## src/rtl/param_paritysel_mux.sv

```systemverilog
// -----------------------------------------------------------------------------
// param_paritysel_mux
//
// Registered 2:1 data multiplexer steered by the parity of a select word.
// The XOR-reduction of i_sel picks the source. With ODD_SELECTS_B=1, even
// parity picks i_data_a and odd parity picks i_data_b; ODD_SELECTS_B=0 swaps
// the two. The selected word leaves one clock later, together with a valid
// flag, its own parity bit and the parity of the select word that chose it.
//
// Parameters:
//   WIDTH          data width, 1..1024
//   SEL_WIDTH      select word width, 1..32
//   ODD_SELECTS_B  1: odd select parity picks B; 0: odd select parity picks A
//
// Ports:
//   i_clk          rising-edge clock for all state
//   i_rst          synchronous active-high reset
//   i_in_valid     qualifies i_sel, i_data_a and i_data_b this cycle
//   i_sel          select word; its XOR-reduction chooses the source
//   i_data_a       source A
//   i_data_b       source B
//   o_data_out     registered selected data
//   o_out_valid    one-cycle pulse per accepted input, aligned with o_data_out
//   o_out_parity   XOR-reduction of o_data_out, registered alongside it
//   o_sel_parity   XOR-reduction of the i_sel that produced o_data_out
// -----------------------------------------------------------------------------
module param_paritysel_mux #(
  parameter int WIDTH         = 8,
  parameter int SEL_WIDTH     = 4,
  parameter int ODD_SELECTS_B = 1
) (
  input  logic                 i_clk,
  input  logic                 i_rst,
  input  logic                 i_in_valid,
  input  logic [SEL_WIDTH-1:0] i_sel,
  input  logic [WIDTH-1:0]     i_data_a,
  input  logic [WIDTH-1:0]     i_data_b,
  output logic [WIDTH-1:0]     o_data_out,
  output logic                 o_out_valid,
  output logic                 o_out_parity,
  output logic                 o_sel_parity
);

  // Any non-zero value means "odd parity steers to B".
  localparam logic L_ODD_B = (ODD_SELECTS_B != 0);

  logic             w_sel_parity;
  logic             w_pick_b;
  logic [WIDTH-1:0] w_data_sel;
  logic             w_data_parity;

  logic [WIDTH-1:0] r_data_out;
  logic             r_out_valid;
  logic             r_out_parity;
  logic             r_sel_parity;

  assign w_sel_parity = ^i_sel;

  // B is taken when the select parity equals the "odd" polarity for B.
  assign w_pick_b      = (w_sel_parity == L_ODD_B);
  assign w_data_sel    = w_pick_b ? i_data_b : i_data_a;

  // Parity is taken from the selected word before the register so that it is
  // always coherent with o_data_out.
  assign w_data_parity = ^w_data_sel;

  always_ff @(posedge i_clk) begin
    if (i_rst) begin
      r_data_out   <= '0;
      r_out_valid  <= 1'b0;
      r_out_parity <= 1'b0;
      r_sel_parity <= 1'b0;
    end else begin
      r_out_valid <= i_in_valid;
      // Data and parity bits hold across idle cycles.
      if (i_in_valid) begin
        r_data_out   <= w_data_sel;
        r_out_parity <= w_data_parity;
        r_sel_parity <= w_sel_parity;
      end
    end
  end

  assign o_data_out   = r_data_out;
  assign o_out_valid  = r_out_valid;
  assign o_out_parity = r_out_parity;
  assign o_sel_parity = r_sel_parity;

endmodule

```

## config.mk

```make
export PLATFORM = sky130hd
export DESIGN_NAME = param_paritysel_mux
export DESIGN_NICKNAME = d
export VERILOG_FILES = /design/src/rtl/param_paritysel_mux.sv
export SDC_FILE = /design/constraint.sdc
export NUM_CORES = 1
export LEC_CHECK = 0
export CAP_MARGIN = 20
export CORE_MARGIN = 2
export CORE_UTILIZATION = 39
export CTS_BUF_LIST = sky130_fd_sc_hd__clkbuf_8
export DETAILED_ROUTE_END_ITERATION = 6
export PLACE_DENSITY = 0.8
export RECOVER_POWER = 50
export SLEW_MARGIN = 20
export SYNTH_ARGS = -nofsm -noshare
export SYNTH_HDL_FRONTEND = slang
export SYNTH_SLANG_ARGS = --single-unit
```

## constraint.sdc

```tcl
create_clock -name i_clk -period 1.5 [get_ports i_clk]
set_input_delay 0.3 -clock i_clk [delete_from_list [all_inputs] [get_ports i_clk]]
set_output_delay 0.3 -clock i_clk [all_outputs]
set_load 0.01 [all_outputs]
```

==> results.json, run 1 <==
{
  "status": "complete, no violations",
  "crit_path_end_kind": "output pin",
  "crit_family": "buffers and inverters",
  "wl_met1_um": 570,
  "crit_fanout": 2,
  "drive_gt1_frac": 0.1275,
  "cts_hold_buf": 0,
  "io_pins": 34,
  "reg2reg_slack_ps": 570,
  "cellPowerDensity_nw_per_um2": 935.9,
  "cellLeakagePower_nw": 0.4167,
  "grt_pass1_vias": 555,
  "worstSetupPathType": "flip-flop to output pin",
  "synth_area_leaders": "dfxtp_1 (36%), xnor2_1 (24%), mux2i_1 (13%)",
  "setup_viol": 0,
  "cap_violations": 0,
  "period_needed_ps": 1406,
  "routed-via-count": 568,
  "vdd_drop_max_uv": 560.7,
  "path_cells": "clkdlybuf4s50_1",
  "met2RoutedLength_um": 655,
  "initial_utilization": 0.4101,
  "ys_ff_latch": 11,
  "drt_first_pass_iters": 3,
  "netlist.area_leader.share": 0.3607,
  "antenna_cells": 0,
  "grt_pass1_wl_mm": 2.290,
  "max_freq_ghz": 0.7113,
  "clockBufferDepth": 2,
  "syn2layout_area_growth_pct": 70.08,
  "critPathLaunchType": "flip-flop",
  "cts-root-buf": "clkbuf_8",
  "io_buffers": 33,
  "clk_pin_slew_worst_paths_ps": 50,
  "rsz0062_at_grt": "false",
  "antenna_left": 0,
  "worstSkewPairLatency_ps": 230,
  "yosys_warnings": 0,
  "die_x_um": 43.57,
  "grt_max_degree": 15,
  "syn_avg_cell_area_um2": 9.692,
  "relSlewSlack": 0.8341,
  "grt_overflow_total": 0,
  "min_path_type": "flip-flop to flip-flop",
  "cts_tree": "done",
  "avgViaCountPerCell": 4.814,
  "drc": 0,
  "htree_levels": 1,
  "synth_fp_nets": 86,
  "core_area_um2": 1489,
  "numCtsBuffers": 3,
  "wl_mm": 1.293,
  "dp_cells": 114,
  "critPathBufInv": 1,
  "drv_slew": 0,
  "layout_common_cells": "clkdlybuf4s50_1 (28), xnor2_1 (17), dfxtp_1 (11), nor2_1 (9), a211oi_1 (9)",
  "finalHoldViolations": 0,
  "cp_slowest_stage_delay_ps": 540,
  "cts.sinks": 11,
  "routedWlPerCell_um": 10.96,
  "fin_tns_setup_ps": 0,
  "yosysSeqAreaShare": 0.3607,
  "nFillCells": 106,
  "drtIter0Drc": 3,
  "routabilityCongestion": 0.7143,
  "rows": 14,
  "antenna_found_initial": 0,
  "syn_area_um2": 610.6,
  "grtUsageTotal": 0.1610,
  "design.final.nets": 126,
  "synthDistinctLibCells": 14,
  "crit_arrival_ps": 1110,
  "synth_top_area_cell": "dfxtp_1",
  "worst_slew_pin_slew_ps": 248.9,
  "period_share": 0.9372,
  "finalClockSkew_ps": 0,
  "highest_layer": "met4",
  "cpMaxStageDelayCell": "clkdlybuf4s50_1",
  "die_area_um2": 1898,
  "synthCells": 63,
  "wl_met3_um": 48,
  "critPathRequiredTime_ps": 1200,
  "stdcell_count": 118,
  "final_common_cell": "clkdlybuf4s50_1",
  "die_h_um": 43.57
}
-- routing by layer --
metal,vias to the layer above,GRT usage
li1,297,-
met1,248,0.2036
met2,21,0.2588
met3,2,0.02500
met4,0,0.09091
met5,-,0
-- final cells by class --
type,count,area (um^2),share of cell area
Timing Repair Buffer,39,379.1,0.3651
Multi-Input combinational cell,48,374.1,0.3602
Sequential cell,11,220.2,0.2120
Tap cell,16,20.02,0.01928
Clock buffer,3,41.29,0.03976
Clock inverter,1,3.754,0.003614
-- Yosys cell counts, drive strengths merged --
cell,instances
dfxtp,11
clkbuf,1
o221ai,1
nor2,9
a211oi,9
nor2b,1
or3b,1
xnor2,17
nand2,1
buf,3
nand2b,1
mux2i,8
-- kinds of logic (layout without fill, tap and decap cells) --
| family | after synthesis | after routing | synth area share |
|---|---|---|---|
| DFF | 11 | 11 | 0.3607 |
| AOI/OAI and AO/OA | 10 | 10 | 0.1250 |
| buffers and inverters | 4 | 43 | 0.03891 |
| and+or+nand+nor | 13 | 13 | 0.1004 |
| xor gates and xnor gates | 17 | 17 | 0.2438 |
| muxes | 8 | 8 | 0.1312 |
-- per-stage QoR --
step / utilization / total power [mW] / hold slack (ps) / setup slack [ps] / area, um^2
3_5_place_dp: 0.6597 / 0.6930 / 475.6 / -258.6 / 982.2
2_1_floorplan: - / 0.5341 / 404.8 / 316.5 / 610.6
4_1_cts: 0.6950 / 0.9827 / 482.7 / 1.379 / 1035
5_1_grt: 0.6975 / 1.025 / 509.5 / 27.62 / 1039
3_3_place_gp: 0.6597 / 0.6867 / 473.5 / -195.7 / 982.2
6_report: 0.6975 / 0.9719 / 481.3 / 94.13 / 1039
-- path summary, 6_finish.rpt --
kind / from / end / depth (start not counted)
hold reg to reg: o_data_out[6] / o_data_out[6] / 2
setup reg to reg: o_out_parity / o_out_parity / 2
hold / removal: o_data_out[6] / o_data_out[6] / 2
setup / recovery: o_data_out[3] / o_data_out[3] / 1
-- state kept, by name, summed over array words and instances, names as in the netlist --
register	flops
o_out_parity	1
o_data_out	8
o_sel_parity	1
o_out_valid	1
-- where the power goes --
group / total, mW / switching, mW / internal [mW]
Combinational: 0.353 / 0.137 / 0.216
Sequential: 0.337 / 0.0145 / 0.323
Clock: 0.282 / 0.103 / 0.179
Total: 0.972 / 0.254 / 0.718
-- repair_timing --
action / CTS / global route
gates resized for setup: 3 / 4
buffers inserted: 0 / 0
pin swaps: 4 / 4
endpoints found under the setup margin: 1 / 6
Note: power is estimated with default switching activity, not from simulation.
==> run 2: changes to the inputs <==
Settings changed: CAP_MARGIN 20 to not set.
==> results of run 2 <==
No change in the layout: final DEF, timing and power equal those of run 1.
==> run 3: changes to the inputs <==
Settings changed: ABC_AREA set to 1, CORE_MARGIN 2 to not set, CORE_UTILIZATION 39 to 45, PLACE_DENSITY 0.8 to 0.81.
==> results.json, run 3 <==
{
  "status": "complete, no violations",
  "worstSetupPathType": "input port to flip-flop",
  "cpMaxStageDelayCell": "nand2_2",
  "period_needed_ps": 1449,
  "cts_hold_buf": 0,
  "drv_slew": 0,
  "design.final.nets": 241,
  "synth_area_leaders": "nand2_1 (31%), dfxtp_1 (25%), inv_1 (14%)",
  "reg2reg_to": "o_sel_parity",
  "worst_slew_pin_slew_ps": 377.9,
  "syn2layout_area_growth_pct": 65.82,
  "syn_avg_cell_area_um2": 5.233,
  "drtIter0Drc": 18,
  "synth_fp_nets": 193,
  "hp-start": "o_data_out[7]",
  "worstSkewPairLatency_ps": 230,
  "htree_levels": 1,
  "synth_top_area_cell": "nand2_1",
  "synthDistinctLibCells": 14,
  "min_path_type": "flip-flop to flip-flop",
  "wl_mm": 2.550,
  "antenna_found_initial": 0,
  "clk_pin_slew_worst_paths_ps": 50,
  "critPathLaunchType": "input port",
  "io_pins": 34,
  "min_path_cells": 4,
  "initial_utilization": 0.4989,
  "largest_reg_flops": 8,
  "rows": 15,
  "clockBufferDepth": 2,
  "routabilityCongestion": 0.7812,
  "final_common_cell": "nand2_1",
  "antenna_cells": 0,
  "cap_violations": 0,
  "finalPower_mw": 1.106,
  "ys.flop_type": "dfxtp_1",
  "synth_edf_count": 0,
  "nFillCells": 120,
  "setup_viol": 0,
  "drt_first_pass_iters": 4,
  "io_buffers": 33,
  "cellPowerDensity_nw_per_um2": 749.6,
  "async_flop_share": 0,
  "final_util": 0.8274,
  "cp_common_cell": "nand2_2",
  "vdd_drop_max_uv": 470.1,
  "crit_path_end_kind": "flip-flop",
  "numCtsBuffers": 3,
  "cts_tree": "done",
  "grt_overflow_total": 0,
  "synth_commonest_cells": "nand2_1 (73), inv_1 (34), nor2_1 (22)",
  "period_share": 0.9659,
  "routedWlPerCell_um": 10.54,
  "netlist.area_leader.share": 0.3080,
  "yosysSeqAreaShare": 0.2475,
  "finalClockSkew_ps": 0,
  "yosysMostFrequentCell": "nand2_1",
  "relSlewSlack": 0.7473,
  "reg2reg_slack_ps": 780,
  "r2r_start": "o_sel_parity",
  "r2r_cells": 4,
  "grtUsageTotal": 0.2470,
  "max_freq_ghz": 0.6902,
  "crit_fanout": 8,
  "avgViaCountPerCell": 4.558,
  "dp_hpwl_mm": 1.736,
  "yosys_warnings": 0,
  "syn_area_um2": 889.6,
  "die_x_um": 46.46,
  "cp_slowest_stage_delay_ps": 120,
  "grt_pass1_wl_mm": 3.829,
  "drive_gt1_frac": 0.2719,
  "grt_pass1_vias": 997,
  "path_cells": "clkbuf_2 -> inv_2 -> nand2_2 -> nand2_2 -> nand2_4 -> nand2_8 -> nand2_2 -> nand2_2 -> nand2_2 -> nand2_2 -> nand2_2 -> inv_2 -> nor2_2 -> nand2_1 -> nand3_1 -> nand2_1 -> inv_1",
  "fin_tns_setup_ps": 0,
  "synthCells": 170,
  "layout_common_cells": "nand2_1 (52), inv_1 (30), clkdlybuf4s50_1 (28), nand2_2 (22), nor2_1 (21)",
  "critPathRequiredTime_ps": 1640,
  "die_area_um2": 2159,
  "ys_ff_latch": 11,
  "cts-root-buf": "clkbuf_8",
  "grt_max_degree": 12,
  "hold_end": "o_data_out[7]",
  "core_area_um2": 1783,
  "routed-via-count": 1103,
  "antenna_left": 0,
  "crit_arrival_ps": 1590,
  "cts.sinks": 11,
  "finalHoldViolations": 0,
  "cellLeakagePower_nw": 0.8586,
  "drc": 0,
  "die_h_um": 46.46
}
## run 3: cell count changes in the layout (fill, tap and decap cells not counted), sizes merged, moves of 8 or more
cell,delta
nor2,+14
o21ai,+9
xnor2,-16
mux2i,-8
a211oi,-9
nand2,+83
inv,+34
buf,+10
## run 3: critical path, delay by kind of cell
family	cells	cell delay, ps
AND/OR/NAND/NOR	13	980
buffers and inverters	4	300
## run 3: per-layer routing
metal | global-route usage | share of wire | vias up | wire length, um
li1 | - | - | 589 | -
met1 | 0.2740 | 0.42 | 473 | 1072
met2 | 0.4722 | 0.52 | 33 | 1330
met3 | 0.01176 | 0.030 | 8 | 76
met4 | 0.1059 | 0.027 | 0 | 70
met5 | 0 | 0 | - | 0
## run 3: worst max path at each step
stage | from | end | depth (start not counted)
2_1_floorplan | i_sel[2] | o_out_parity | 17
3_3_place_gp | i_sel[0] | o_out_parity | 16
3_5_place_dp | i_sel[1] | o_out_parity | 16
4_1_cts | i_sel[1] | o_out_parity | 17
5_1_grt | i_sel[2] | o_out_parity | 17
6_report | i_sel[2] | o_out_parity | 17
## run 3: cell families (layout without fill, tap and decap cells)
family          Yosys count  count (layout)  share of synthesized area
simple gates            111             113                     0.5134
buf+inv                  38              83                     0.1786
flops                    11              11                     0.2475
compound gates            9               9                    0.05063
xor+xnor                  1               1                   0.009847
## run 3: stage by stage
step | std cells | worst slack, ps | hold WS (ps) | area (um^2)
2_1_floorplan | 170 | 64.84 | 459.5 | 889.6
3_3_place_gp | 231 | -536.1 | 544.2 | 1272
3_5_place_dp | 231 | -625.9 | 551.9 | 1272
4_1_cts | 241 | 6.899 | 560.2 | 1420
5_1_grt | 242 | -52.69 | 608.5 | 1475
6_report | 242 | 51.19 | 559.8 | 1475
## run 3: area by class of cell
type | count | area, um^2 | area share
clock buffer | 3 | 41.29 | 0.02799
clock inverter | 1 | 3.754 | 0.002545
inverter | 34 | 130.1 | 0.08821
multi-input combinational | 123 | 641.9 | 0.4351
sequential | 11 | 220.2 | 0.1493
tap | 25 | 31.28 | 0.02120
timing repair buffer | 45 | 406.6 | 0.2757
## run 3: repair_timing
item | 4_1_cts | 5_1_grt
gates cloned | 2 | 0
pin swaps | 22 | 18
endpoints found under the setup margin | 8 | 4
setup buffers | 4 | 1
resized for setup | 26 | 31
## run 3: power by group
group | switching, mW | total [mW] | internal (mW)
registers | 0.0120 | 0.329 | 0.317
logic | 0.254 | 0.488 | 0.234
clock network | 0.109 | 0.289 | 0.179
